File: config.mk
export PLATFORM = sky130hd
export DESIGN_NAME = gan_top_level
export DESIGN_NICKNAME = d
export VERILOG_FILES = /design/src/rtl/gan_pkg.sv /design/src/rtl/gan_discriminator.sv /design/src/rtl/gan_top_level.sv
export SDC_FILE = /design/constraint.sdc
export NUM_CORES = 2
export LEC_CHECK = 0
export CAP_MARGIN = 0
export CORE_MARGIN = 2
export CORE_UTILIZATION = 35
export CTS_CLUSTER_DIAMETER = 80
export DETAILED_ROUTE_END_ITERATION = 10
export MAX_ROUTING_LAYER = met4
export SETUP_SLACK_MARGIN = 0.2
export SLEW_MARGIN = 20
export SYNTH_ARGS = -nofsm -noshare
export SYNTH_HDL_FRONTEND = slang
export SYNTH_SLANG_ARGS = --single-unit
File: constraint.sdc
create_clock -name clk -period 15.43 [get_ports clk]
set_input_delay 3.086 -clock clk [delete_from_list [all_inputs] [get_ports clk]]
set_output_delay 3.086 -clock clk [all_outputs]
set_load 0.1 [all_outputs]
File: src/rtl/gan_pkg.sv
// gan_pkg: Q8.24 constants, pattern masks, detector weights and saturate/clamp helpers for the GAN demonstrator.
package gan_pkg;
    localparam int FRAC_BITS = 24;
    localparam int ACC_W = 40;
    localparam logic signed [31:0] Q_ONE = 32'sh0100_0000;
    localparam logic [8:0] CIRCLE_MASK = 9'b111101111;
    localparam logic [8:0] CROSS_MASK = 9'b101010101;
    localparam logic signed [31:0] W_CIRC = 32'sh0020_0000;
    localparam logic signed [31:0] W_CROSS = 32'sh0033_3333;

    function automatic logic signed [31:0] sat_word(input logic signed [32:0] x);
        sat_word = x > 33'sh0_7FFF_FFFF ? 32'sh7FFF_FFFF :
                   x < 33'sh1_8000_0000 ? 32'sh8000_0000 : x[31:0];
    endfunction

    function automatic logic signed [31:0] clamp_unit(input logic signed [ACC_W-1:0] x);
        clamp_unit = x < 40'sh00_0000_0000 ? 32'sh0000_0000 :
                     x > 40'sh00_0100_0000 ? Q_ONE : x[31:0];
    endfunction
endpackage

File: src/rtl/gan_discriminator.sv
// gan_discriminator: weighted sum of the 9 registered pixels against the selected pattern, hard-sigmoid clamped and registered.
module gan_discriminator
    import gan_pkg::*;
#(
    parameter int WIDTH = 32
) (
    input  logic                    clk,
    input  logic                    rst,
    input  logic                    choice_d,
    input  logic signed [WIDTH-1:0] pix [9],
    output logic signed [WIDTH-1:0] score
);
    logic [8:0] mask;
    logic signed [WIDTH-1:0] w_mag;
    logic signed [WIDTH-1:0] w [9];
    logic signed [ACC_W-1:0] acc;

    always_comb begin
        mask = choice_d ? CROSS_MASK : CIRCLE_MASK;
        w_mag = choice_d ? W_CROSS : W_CIRC;
        acc = '0;
        for (int k = 0; k < 9; k++) begin
            w[k] = mask[k] ? w_mag : -w_mag;
            acc = acc + ACC_W'((64'(pix[k]) * 64'(w[k])) >>> FRAC_BITS);
        end
    end

    always_ff @(posedge clk)
        score <= rst ? '0 : clamp_unit(acc);
endmodule

File: src/rtl/gan_top_level.sv
// gan_top_level: generator + pixel registers feeding gan_discriminator; define GAN_PIXEL_CLAMP_EN to clamp pixels to [0, 1.0].
module gan_top_level
    import gan_pkg::*;
#(
    parameter int WIDTH = 32
) (
    input  logic                    clk,
    input  logic                    rst,
    input  logic                    choice,
    input  logic signed [WIDTH-1:0] in_1,
    input  logic signed [WIDTH-1:0] in_2,
    output logic signed [WIDTH-1:0] pixel_1x1,
    output logic signed [WIDTH-1:0] pixel_1x2,
    output logic signed [WIDTH-1:0] pixel_1x3,
    output logic signed [WIDTH-1:0] pixel_2x1,
    output logic signed [WIDTH-1:0] pixel_2x2,
    output logic signed [WIDTH-1:0] pixel_2x3,
    output logic signed [WIDTH-1:0] pixel_3x1,
    output logic signed [WIDTH-1:0] pixel_3x2,
    output logic signed [WIDTH-1:0] pixel_3x3,
    output logic signed [WIDTH-1:0] out_discriminator
);
    logic signed [WIDTH:0] sum [9];
    logic signed [WIDTH-1:0] pix_next [9];
    logic signed [WIDTH-1:0] pix [9];
    logic choice_d;

    always_comb begin
        for (int k = 0; k < 9; k++) begin
            sum[k] = (CIRCLE_MASK[k] ? (WIDTH+1)'(in_1) : '0) + (CROSS_MASK[k] ? (WIDTH+1)'(in_2) : '0);
`ifdef GAN_PIXEL_CLAMP_EN
            pix_next[k] = clamp_unit(ACC_W'(sum[k]));
`else
            pix_next[k] = sat_word(sum[k]);
`endif
        end
    end

    always_ff @(posedge clk) begin
        for (int k = 0; k < 9; k++)
            pix[k] <= rst ? '0 : pix_next[k];
        choice_d <= rst ? 1'b0 : choice;
    end

    assign pixel_1x1 = pix[0];
    assign pixel_1x2 = pix[1];
    assign pixel_1x3 = pix[2];
    assign pixel_2x1 = pix[3];
    assign pixel_2x2 = pix[4];
    assign pixel_2x3 = pix[5];
    assign pixel_3x1 = pix[6];
    assign pixel_3x2 = pix[7];
    assign pixel_3x3 = pix[8];

    gan_discriminator #(.WIDTH(WIDTH)) u_disc (
        .clk      (clk),
        .rst      (rst),
        .choice_d (choice_d),
        .pix      (pix),
        .score    (out_discriminator)
    );
endmodule

After elaboration in Yosys (flattened, before gate mapping)
Index checks and enable logic that the tools add are counted.
{ "word_totals": {"reg_bits": 129, "inputBits": 67, "out_inout_bits": 320, "word_cells": 59} }
{ "classes": {"add_sub_neg": 10, "multipliers": 9, "n_lt_le_gt_ge": 8, "muxes": 18, "reduce_logical": 5} }
{ "op_table": {"columns": ["cell", "count"], "rows": [
  ["$mul A32 B32 Y64", 9],
  ["$mux W32", 12],
  ["$add A40 B40 Y40", 8],
  ["$mux W31", 3],
  ["$gt A32 B32 Y1 const B", 2],
  ["$lt A32 B32 Y1 const B", 2],
  ["$gt A40 B26 Y1 const B", 1],
  ["$lt A40 B1 Y1 const B", 1],
  ["$add A32 B32 Y33", 1],
  ["$gt A33 B32 Y1 const B", 1],
  ["$lt A33 B32 Y1 const B", 1],
  ["$neg A32 Y32", 1],
  ["$mux W25", 1],
  ["$mux W21", 1],
  ["$mux W8", 1],
  ["$reduce_or A2 Y1", 4],
  ["$reduce_or A3 Y1", 1]
]} }

Depth between registers and ports, before layout
{ "depth": {"word_depth": 14, "ltp_mapped": 54, "depth_no_buf": 49} }

By module
From an unflattened synthesis, not the netlist that was laid out.
{ "hier_totals": {"hier_cells": 17571, "area_unflattened_um2": 175002.8} }
{ "modules_own_cells": {"columns": ["mod", "n_inst", "cells_each", "area_each_um2", "seq_area_each_um2"], "rows": [
  ["gan_discriminator", 1, 16916, 169090.9, 640.6],
  ["gan_top_level", 1, 655, 5911.9, 1941.9]
]} }

Worst setup path before layout
Ideal clock, no wire load.
{ "synth_timing": {"kind": "register -> register", "startpoint": "register pix, in the netlist pixel_2x2[31]", "endpoint": "register u_disc.score[7]", "setup_time_ns": 0.079, "arrival_ns": 13.078, "required_time_ns": 15.351, "slack_ns": 2.273, "path_stages_with_launch": 43, "n_path_buf": 2, "synth_period_minus_slack_ns": 13.157, "path_cell_list": "dfxtp_1 clkbuf_1 nand2_1 inv_1 ha_1 inv_1 fa_1 ha_1 inv_1 fa_1 inv_1 fa_1 fa_1 fa_1 inv_1 fa_1 inv_1 ha_1 (+7 left out) a41o_1 nor3b_1 o21a_1 o21a_1 nor2_1 xnor2_1 fa_1 ha_1 a211oi_1 a22o_1 a22oi_1 or4_1 or4_1 or4_4 nor4_4 o21ai_2 buf_6 a211oi_2"} }
{ "synth_between": {"elab_chain_cells": 8, "word_cells_on_any_way": 9, "classes_between": "add/sub: 5; mul: 1; order compare: 2; reduce/logical: 1"} }
{ "synth_rtl": {"columns": ["item", "line", "source"], "rows": [
  ["from (decl)", "gan_top_level.sv:25", "logic signed [WIDTH-1:0] pix [9];"],
  ["from (signal, indexed assignment)", "gan_top_level.sv:41", "pix[k] <= rst ? '0 : pix_next[k];"],
  ["$mul A32 B32 Y64 (*)", "gan_discriminator.sv:24", "acc = acc + ACC_W'((64'(pix[k]) * 64'(w[k])) >>> FRAC_BITS);"],
  ["$add A40 B40 Y40 (*) (5 in a row)", "gan_discriminator.sv:24", null],
  ["$gt A40 B26 Y1 or $lt A40 B1 Y1 (tied branches)", "gan_pkg.sv:18, gan_pkg.sv:17", null],
  ["$reduce_or A3 Y1 (no line)", null, null],
  ["to (signal assigned)", "gan_discriminator.sv:29", "score <= rst ? '0 : clamp_unit(acc);"],
  ["to (decl)", "gan_discriminator.sv:11", "output logic signed [WIDTH-1:0] score"]
]} }
Every way passes the cells marked *; elsewhere a longest branch is shown, timed or not.
A chain may end at the register's enable or synchronous reset.

Worst setup path after layout
{ "layout_timing": {"startpoint": "register pix, in the netlist pixel_3x2[14]", "endpoint": "register u_disc.score[7]"} }
{ "layout_between": {"elab_chain_cells": 11, "word_cells_on_any_way": 15, "classes_between": "add/sub: 8; mul: 4; order compare: 2; reduce/logical: 1"} }
{ "layout_rtl": {"columns": ["item", "line"], "rows": [
  ["$mul A32 B32 Y64", null],
  ["$add A40 B40 Y40 (6 in a row)", null],
  ["$add A40 B40 Y40 (*) (2 in a row)", "gan_discriminator.sv:24"],
  ["$gt A40 B26 Y1 or $lt A40 B1 Y1 (tied branches)", "gan_pkg.sv:18, gan_pkg.sv:17"],
  ["$reduce_or A3 Y1 (no line)", null]
]} }
Marked as above.

==> results.yml <==
final_layout:
  areaGrowthSynthToFinish_pct: 9.78
  layout-drive-gt1-share_pct: 1.85
  final_net_count: 9425
  fillers: 18500
logic_synthesis:
  synth_edf_count: 0
  ys.flop_type: "dfxtp_1"
  synth_cell_types: 84
  yosysSeqAreaShare_pct: 3.96
  syn_inst: 6582
  synth_top_family_by_area: "adder cells"
  synth-simple-area-share_pct: 5.55
  yosysTopAreaCell: "fa_1"
  synth_compound_area_share_pct: 6.16
  synthMuxAreaShare_pct: 0.0825
  async_reset_ff_share_pct: 0
  ys_seq_elements: 129
  synthTopCellsByArea: "fa_1, ha_1, inv_1"
  synth.cell_area_um2: 65200
  yosys.area_share.adder_pct: 67.1
  ys_warn_count: 0
  synth_xor_area_share_pct: 2.55
  yosys.area.top_type_share_pct: 47.2
  avgSynthCellArea_um2: 9.91
grt:
  grt_use_total_pct: 22.0
  grt_pass1_wl_um: 301000
  antenna_found_initial: 10
  grt-ovfl-total: 0
  grt_pass1_vias: 48100
  grt_max_degree: 55
run_status:
  status: "complete, no violations"
timing:
  period_share_pct: 90.8
  fin_tns_setup_ns: 0
  max_slew.worst_pin.slew_ns: 1.30
  finalMaxSlewViolations: 0
  setup_viol_count_final: 0
  worst_clock_skew_ns: 0.0192
  finalHoldViolCount: 0
  finalCriticalPeriod_ns: 14.00
  layout_setup_ws_ns: 1.43
  fmax_mhz: 71.4
  slew_headroom_pct: 13.0
  rsz0062_at_grt: "false"
drt:
  wl_met2_um: 98300
  routed_wl_um: 198000
  dr.pass1.iters: 6
  top_layer: "met4"
  vias_per_cell: 4.71
  drcViolationCount: 0
  drt_iter0_drc: 2404
  ant_nets: 0
  wl_met3_um: 7080
  vias: 43800
  wl_met1_um: 83100
  routedWlPerCell_um: 21.3
place:
  io_buffers: 386
  gp_congestion: 0.993
  post-place-ws_ns: 1.55
  dpl.hpwl_um: 181000
cts:
  clockBufferDepth: 2
  cts_tree: "built"
  cts_hold_buf: 0
  postCtsSetupRepairBufs: 0
  clock-sinks: 129
  cts_buffers: 17
  h-tree-depth: 4
  cts_resized: 0
  clk_pin_slew_ns: 0.08
  insertion_delay_ns: 0.55
  root_buffer: "clkbuf_16"
setup_path:
  path_delay_family: "compound AO/OA/AOI/OAI gates"
  critPathBufInv: 9
  cpPeakStageDelay_ns: 1.05
  end_kind: "register"
  critPathMaxFanout: 21
  startpoint_type: "register"
  cpMaxStageDelayCell: "dfxtp_1"
  required_ns: 15.90
  crit_top_cell: "inv_1"
  setup.worst_path.class: "reg -> reg"
  cp.arrival_ns: 14.47
floorplanning:
  coreArea_um2: 185000
  pin_count: 387
  die_x_um: 436
  die_h_um: 436
  die_area_um2: 190000
  initial_core_util_pct: 35.2
  rows: 158
hold_path:
  worstHoldPathType: "reg -> reg"
job:
  maxCapViolCount: 0
-- path summary, 6_finish.rpt --
check	startpoint	to	slack, ns	cells past startpoint
hold reg to reg	pixel_3x1[31]$_SDFF_PP0_	u_disc.score[24]$_SDFF_PP0_	1.47	6
setup reg to reg	pixel_3x2[14]$_SDFF_PP0_	u_disc.score[7]$_SDFF_PP0_	1.43	46
setup / recovery	pixel_3x2[14]$_SDFF_PP0_	u_disc.score[7]$_SDFF_PP0_	1.43	46
hold / removal	pixel_3x1[31]$_SDFF_PP0_	u_disc.score[24]$_SDFF_PP0_	1.47	6
-- sequential cells by signal (all words and copies together) (netlist names) --
| register | cells |
|---|---|
| choice_d | 1 |
| pixel_3x1 | 32 |
| pixel_2x2 | 32 |
| pixel_3x2 | 32 |
| u_disc.score | 32 |
-- cells in the final DEF (no fill, tap or decap), drive strengths merged, types with 9 or more instances in the layout --
cell type      synthesis  layout
inv                 2092    2094
o211ai                15      15
ha                  1035    1035
nor2                 188     188
or2                   23      23
nand3                 30      30
clkdlybuf4s50          0     385
nand2b                25      25
nand2                174     174
o21bai                25      25
nor3                  43      43
a21oi                168     168
a2111oi                9       9
nand4                 25      25
a211o                  9       9
xnor2                113     113
o21ai                134     134
fa                  1537    1537
a211oi                30      30
nor2b                117     117
and3                  23      23
o21a                  37      37
diode                  0      25
a21o                  99      99
dfxtp                129     129
xor2                  77      77
clkbuf                52      18
conb                   1      11
a31oi                 14      14
and2                  37      37
buf                  202      44
-- kinds of logic (layout without fill, tap and decap cells) --
kind of cell	after synthesis	in the layout
XOR/XNOR	190	190
AND/OR/NAND/NOR	724	724
adder cells (fa/ha/maj)	2573	2573
other	1	36
AO/OA/AOI/OAI	614	614
flip-flops	129	129
multiplexers	5	5
buffers and inverters	2346	2553
-- through the flow --
step / cells / utilization [%] / cell area, um2 / hold slack [ns]
floorplan: 6592 / - / 65200 / 1.39
CTS: 9279 / 38.6 / 71500 / 1.50
global placement: 9247 / 38.2 / 70900 / 1.49
detailed placement: 9247 / 38.3 / 70900 / 1.49
global route: 9303 / 38.6 / 71600 / 1.54
finish: 9304 / 38.6 / 71600 / 1.47
-- worst register-to-register path, delay by kind of cell (launching register included) --
kind            cells  cell delay (ns)
compound gates     16             4.61
buf+inv             9             1.21
simple gates        8             2.16
flops               1             1.05
fa+ha+maj          11             4.54
xor+xnor            2             0.34
-- layer usage --
layer | track usage, % | up-vias
met5 | - | -
met4 | 9.09 | 0
met3 | 1.93 | 212
met2 | 36.6 | 934
met1 | 27.6 | 22700
li1 | - | 20000
-- final cells by class --
cell class	instances	area (um2)	area share [%]
Timing Repair Buffer	429	4180	5.85
Inverter	2092	7850	11.0
Clock inverter	14	226	0.316
Antenna cell	25	62.6	0.0874
Multi-Input combinational cell	4117	53100	74.2
Sequential cell	129	2590	3.61
Clock buffer	18	439	0.614
Tap cell	2480	3100	4.33
-- Yosys cell counts (5+ instances only) --
cell and number:
fa_1 1537, o211ai_1 15, nand4_1 25, nand3_1 30
and3_1 23, a2111oi_0 9, inv_1 2091, a21oi_1 167
ha_1 1035, or2_2 23, nor3_1 43, xor2_1 77
a221oi_1 5, nor2_1 188, buf_4 192, buf_1 7
a211o_1 9, a211oi_1 27, o21a_1 37, a22o_1 5
a21o_1 99, o21ai_0 133, o21bai_1 25, o211a_1 6
a31oi_1 13, clkbuf_1 52, xnor2_1 113, and2_1 37
o31ai_1 7, nor2b_1 116, nand2_1 174, or3_1 8
dfxtp_1 129, nor3b_1 7, nand2b_1 25
Power is not shown: default switching activity piles up to over one toggle a cycle in this logic, so the estimate is an artifact.
